$ cat src/rtl/systolic_tile_ctrl.sv
// Sequencer for an N x N systolic MAC tile: operand load, skewed wavefront, row drain.
// Optional SYSTOLIC_TILE_CTRL_BACK2BACK_EN queues a start during COMPUTE/DRAIN to chain tiles.
module systolic_tile_ctrl #(
    parameter int N     = 4,
    parameter int K_MAX = 16,
    parameter int KW    = $clog2(K_MAX+1),
    parameter int CW    = $clog2(K_MAX+2*N)
) (
    input  logic              clk_i,
    input  logic              rst_ni,
    input  logic              start_i,
    input  logic [KW-1:0]     k_len_i,
    input  logic              ready_i,
    output logic              busy_o,
    output logic              done_o,
    output logic [2*N*N-1:0]  mux_o,
    output logic [N*N-1:0]    add_zero_o,
    output logic [N-1:0]      acc_valid_o
);

    typedef enum logic [2:0] {S_IDLE, S_LOAD, S_COMP, S_DRAIN, S_DONE} state_t;

    state_t        state_q, state_d;
    logic [CW-1:0] cnt_q, cnt_d;
    logic [CW-1:0] klen_q, klen_d;
    logic [CW-1:0] k_clamped;
    logic          start_ok;
    logic          take_b2b;
    logic [CW-1:0] next_klen;

    assign k_clamped = (k_len_i > KW'(K_MAX)) ? CW'(K_MAX) : CW'(k_len_i);
    assign start_ok  = start_i && (k_len_i != '0);

`ifdef SYSTOLIC_TILE_CTRL_BACK2BACK_EN
    logic          pend_q, pend_d;
    logic [CW-1:0] shadow_q, shadow_d;
    logic          req_b2b;

    // A request arriving in the final handshake cycle itself still chains.
    assign req_b2b   = start_ok && (state_q == S_COMP || state_q == S_DRAIN);
    assign take_b2b  = pend_q || req_b2b;
    assign next_klen = req_b2b ? k_clamped : shadow_q;

    always_comb begin
        pend_d   = pend_q;
        shadow_d = shadow_q;
        if (req_b2b) begin
            pend_d   = 1'b1;
            shadow_d = k_clamped;
        end
        if (state_q == S_DRAIN && ready_i && cnt_q == CW'(N-1)) pend_d = 1'b0;
    end

    always_ff @(posedge clk_i) begin
        if (!rst_ni) begin
            pend_q   <= 1'b0;
            shadow_q <= '0;
        end else begin
            pend_q   <= pend_d;
            shadow_q <= shadow_d;
        end
    end
`else
    assign take_b2b  = 1'b0;
    assign next_klen = klen_q;
`endif

    always_comb begin
        state_d = state_q;
        cnt_d   = cnt_q + CW'(1);
        klen_d  = klen_q;
        done_o  = 1'b0;
        case (state_q)
            S_IDLE: begin
                cnt_d = '0;
                if (start_ok) begin
                    state_d = S_LOAD;
                    klen_d  = k_clamped;
                end
            end
            S_LOAD: if (cnt_q == CW'(N-1)) begin
                state_d = S_COMP;
                cnt_d   = '0;
            end
            S_COMP: if (cnt_q == klen_q + CW'(2*N-3)) begin
                state_d = S_DRAIN;
                cnt_d   = '0;
            end
            S_DRAIN: begin
                // counter doubles as the drain row index
                cnt_d = cnt_q;
                if (ready_i) begin
                    if (cnt_q == CW'(N-1)) begin
                        cnt_d = '0;
                        if (take_b2b) begin
                            state_d = S_LOAD;
                            klen_d  = next_klen;
                            done_o  = 1'b1;
                        end else begin
                            state_d = S_DONE;
                        end
                    end else begin
                        cnt_d = cnt_q + CW'(1);
                    end
                end
            end
            S_DONE: begin
                state_d = S_IDLE;
                cnt_d   = '0;
                done_o  = 1'b1;
            end
            default: begin
                state_d = S_IDLE;
                cnt_d   = '0;
            end
        endcase
    end

    always_ff @(posedge clk_i) begin
        if (!rst_ni) begin
            state_q <= S_IDLE;
            cnt_q   <= '0;
            klen_q  <= '0;
        end else begin
            state_q <= state_d;
            cnt_q   <= cnt_d;
            klen_q  <= klen_d;
        end
    end

    assign busy_o = (state_q != S_IDLE);

    for (genvar i = 0; i < N; i++) begin : g_row
        for (genvar j = 0; j < N; j++) begin : g_col
            logic [CW-1:0] off;
            logic          in_wave;
            // Wraps high when the wavefront has not reached this PE; stays above any klen.
            assign off     = cnt_q - CW'(i+j);
            assign in_wave = (state_q == S_COMP) && (off < klen_q);
            assign mux_o[(i*N+j)*2 +: 2] = (state_q == S_LOAD) ? 2'd1 :
                                           in_wave             ? 2'd2 : 2'd0;
            assign add_zero_o[i*N+j] = (state_q == S_COMP) && (off == '0);
        end
        assign acc_valid_o[i] = (state_q == S_DRAIN) && (cnt_q == CW'(i));
    end

endmodule

$ cat config.mk
export PLATFORM = sky130hd
export DESIGN_NAME = systolic_tile_ctrl
export DESIGN_NICKNAME = d
export VERILOG_FILES = /design/src/rtl/systolic_tile_ctrl.sv
export SDC_FILE = /design/constraint.sdc
export NUM_CORES = 1
export LEC_CHECK = 0
export ABC_AREA = 1
export CORE_AREA = 2 2 77 79
export CTS_BUF_LIST = sky130_fd_sc_hd__clkbuf_4 sky130_fd_sc_hd__clkbuf_8
export DETAILED_ROUTE_END_ITERATION = 16
export DIE_AREA = 0 0 79 81
export PLACE_DENSITY = 0.67
export SYNTH_ARGS = -nofsm -noshare
export SYNTH_HDL_FRONTEND = slang
export SYNTH_SLANG_ARGS = --single-unit
$ cat constraint.sdc
create_clock -name clk_i -period 3.8 [get_ports clk_i]
set_input_delay 0.76 -clock clk_i [delete_from_list [all_inputs] [get_ports clk_i]]
set_output_delay 0.76 -clock clk_i [all_outputs]
set_load 0.05 [all_outputs]
==> results.md <==
### Worst setup path
* 2.72 ns — Worst EP arrival
* sky130_fd_sc_hd__inv_1 — Most common cell on crit path
* sky130_fd_sc_hd__dfxtp_1 — standard cell with the maximum stage delay on the critical path
* adder cells — largest delay contributor family on the critical path
* 4 — buffers and inverters on the worst path
* output pin — CP endpoint kind
* flip-flop — Critical Path Source Type
* 10 — worst-path maximum fanout
* 3.04 ns — Required @ worst endpoint
* inv_1 > ha_1 > xnor2_1 > inv_1 > ha_1 > inv_1 > nor2_1 > o21ai_0 > nand2_1 > a211oi_2 > buf_12 — ordered cell list for the critical path
* 0.53 ns — maximum single-stage delay on the critical path
* flip-flop to output pin — Worst Path Class, Setup

### Logic synthesis
* 0.0572 — xor/xnor share of the synthesized area
* 13 — flop and latch count out of synthesis
* 0.121 — portion of the post-synthesis area used by sequential elements
* 0.00214 mm2 — area of the mapped netlist
* 0.237 — Post-Synth Simple-Gate Area
* 7.12 um2 — Avg Inst Size Synth
* 0 — EDFF count, synth
* 0 — share of flip-flops with an asynchronous set or reset
* sky130_fd_sc_hd__dfxtp_1 — top_reg_cell synth
* 0.112 — synthesized-area fraction occupied by ao, oa, aoi and oai cells
* 301 — synthesized instance count
* 0.251 — adder-cell area share of the yosys netlist
* 0 — mux contribution to synthesized area
* adder cells — main combinational cell family by area after synthesis
* 353 — net count after synthesis
* 0 — number of warnings printed during yosys synthesis
* 30 — Synth cell types

### STA
* 0 ns — final setup TNS
* 0.765 ns — worst slew pin tran
* false — unrepaired setup endpoints after global routing
* 0 — endpoints failing setup
* 3.48 ns — Min Clock Period, post-route
* 0.915 — period utilisation layout
* 0 — final-report max-slew violation count
* 0 — total count of hold-check failures in the final report
* 0.505 ns — Final Hold Slack
* 288 MHz — maximum clock frequency
* 0.00338 ns — Clock Skews
* 0.488 — relative max-transition margin

### Place
* 3.91 mm — post-detail-place hpwl
* 0.886 — gpl congestion
* 406 — placed insts
* 62 — total of buffers placed on input and output ports

### Die
* 0.00640 mm2 — Die Area
* 0.378 — starting utilization of the core area
* 81 um — die height
* 79 um — chip width
* 0.00568 mm2 — Core Footprint
* 28 — # rows
* 63 — # IOs

### Global route
* 17 — pin count of the biggest net entering global routing
* 0.156 — global-route usage over all layers
* 0 — antenna violations before repair
* 0.209 — met1 capacity usage during global routing
* 0 — overflow left after global routing
* 0.274 — global routing met2 resource utilization
* 1726 — vias in the first global route
* 8.06 mm — first-pass GRT wire length
* 0.0189 — met3 track demand over resource
* met2 — most utilized layer in the global route result

### Cells and area
* 0.182 — ratio of cells with drive above 1 in the final layout
* 26.0% — Layout Area Growth over Synthesis
* 410 — number of non-filler instances in the completed layout
* 388 — number of nets in the layout
* sky130_fd_sc_hd__clkdlybuf4s50_1, sky130_fd_sc_hd__nand2_1, sky130_fd_sc_hd__ha_1, sky130_fd_sc_hd__inv_1, sky130_fd_sc_hd__nor2_1 — top library cells by usage in the layout, fill and taps aside
* sky130_fd_sc_hd__clkdlybuf4s50_1 — leading cell type in the layout, fill and taps excluded
* 0 — number of diodes

### Routing
* 4.87 mm — final routed wirelength across all metal layers
* 1876 — total vias in the final route
* 87 — DRC marker count from the first detailed-route iteration
* 11.9 um — average wire per standard cell
* 0 — remaining design rule violation count
* 0 — remaining antenna violation count after routing
* 5 — detailed-router iteration count before antenna repair
* 4.58 — per-cell via count in the routed design

### Min path
* flip-flop to flip-flop — kind of path behind the tightest hold check

### Clock tree
* sky130_fd_sc_hd__clkbuf_8 — buffer cell driving the clock tree root
* 0.24 ns — clock latency at the later pin of the worst-skew pair
* 13 — clock sink count
* 0.05 ns — clock-pin slew reported for the worst setup and hold paths after clock tree synthesis
* 3 — TritonCTS buffer count
* 2 — Clock Path Buffers
* 0 — Post-CTS Hold Fix Bufs
* done — clock tree from TritonCTS
* 1 — H-tree levels

### Pwr
* 0.000325 V — largest vdd supply drop
* 547 mW/mm2 — cell area power density
* 0.00148 W — Power, Total
* 1.22 nW — Static Leakage

### Outcome
* complete, no violations — outcome

### Run
* 0 — Max-Cap Viols

-- worst min-delay path, cell delays in order (launching register included) --
cell	delay, ns
sky130_fd_sc_hd__dfxtp_1	0.33
sky130_fd_sc_hd__nand2_1	0.07
sky130_fd_sc_hd__a21oi_1	0.05
-- metrics by stage --
step | util | cell area (um2) | setup WS [ns]
after floorplan | - | 2190 | 0.187
after CTS | 0.476 | 2700 | 0.0857
after global placement | 0.467 | 2650 | 0.374
after global routing | 0.476 | 2700 | 0.0619
after detailed placement | 0.467 | 2650 | 0.365
final | 0.476 | 2700 | 0.322
-- state kept, by name, summed over array words and instances (netlist names) --
| signal | cells |
|---|---|
| cnt_q | 5 |
| klen_q | 5 |
| state_q | 3 |
-- final cells by class --
| cell class | instances | area, um2 |
|---|---|---|
| well taps | 75 | 93.8 |
| fillers | 592 | 2970 |
| repair buffers | 67 | 646 |
| inverters | 49 | 194 |
| flip-flops and latches | 13 | 260 |
| clock buffers | 4 | 48.8 |
| multi-input cells | 202 | 1460 |
-- report_power, final --
part	internal (W)	switching (W)	total [W]	leakage, nW
sequential	0.000159	0.0000314	0.000190	0.106
clock	0.0000811	0.0000474	0.000128	0.0262
combinational	0.000369	0.000788	0.00116	1.08
total	0.000609	0.000867	0.00148	1.22
-- synthesized netlist by cell type (2+ instances only) --
| master | instances | area share |
|---|---|---|
| sky130_fd_sc_hd__a21oi_1 | 19 | 0.044 |
| sky130_fd_sc_hd__nand3_1 | 9 | 0.021 |
| sky130_fd_sc_hd__nor2_2 | 3 | 0.0088 |
| sky130_fd_sc_hd__nand2_1 | 43 | 0.075 |
| sky130_fd_sc_hd__nand2_2 | 8 | 0.023 |
| sky130_fd_sc_hd__buf_6 | 2 | 0.011 |
| sky130_fd_sc_hd__dfxtp_1 | 13 | 0.12 |
| sky130_fd_sc_hd__nor4_1 | 5 | 0.015 |
| sky130_fd_sc_hd__inv_1 | 42 | 0.074 |
| sky130_fd_sc_hd__o21ai_0 | 11 | 0.026 |
| sky130_fd_sc_hd__buf_4 | 34 | 0.12 |
| sky130_fd_sc_hd__nor3_1 | 3 | 0.0070 |
| sky130_fd_sc_hd__ha_1 | 43 | 0.25 |
| sky130_fd_sc_hd__nand2_4 | 2 | 0.011 |
| sky130_fd_sc_hd__nor2_4 | 2 | 0.011 |
| sky130_fd_sc_hd__xor2_1 | 11 | 0.045 |
| sky130_fd_sc_hd__xnor2_1 | 3 | 0.012 |
| sky130_fd_sc_hd__a211oi_1 | 8 | 0.028 |
| sky130_fd_sc_hd__inv_6 | 2 | 0.0082 |
| sky130_fd_sc_hd__inv_2 | 5 | 0.0088 |
| sky130_fd_sc_hd__nor2_1 | 24 | 0.042 |
-- cell families after synthesis --
kind of cell,after synthesis
buffers and inverters,86
flip-flops,13
XOR/XNOR,14
AO/OA/AOI/OAI,41
adder cells (fa/ha/maj),43
AND/OR/NAND/NOR,104
-- metal layers --
metal | vias up | share of wire | wire, um
li1 | 996 | - | -
met1 | 836 | 0.47 | 2290
met2 | 42 | 0.48 | 2320
met3 | 2 | 0.046 | 222
met4 | 0 | 0.0055 | 27
met5 | - | 0 | 0
-- worst paths after layout --
path,start,end,slack [ns],cells after the start
max reg2reg,cnt_q[0]$_SDFFE_PN0P_,state_q[1]$_SDFFE_PN0P_,1.77,11
min reg2reg,klen_q[2]$_SDFFE_PN0P_,klen_q[2]$_SDFFE_PN0P_,0.50,2
max,cnt_q[0]$_SDFFE_PN0P_,mux_o[3],0.32,11
min,klen_q[2]$_SDFFE_PN0P_,klen_q[2]$_SDFFE_PN0P_,0.50,2
-- timing repair --
| action | CTS | global route |
|---|---|---|
| buffers inserted | 0 | 0 |
| setup endpoints to repair | 0 | 1 |
| resized for setup | 0 | 1 |
Power figures use the tool's default switching activity.
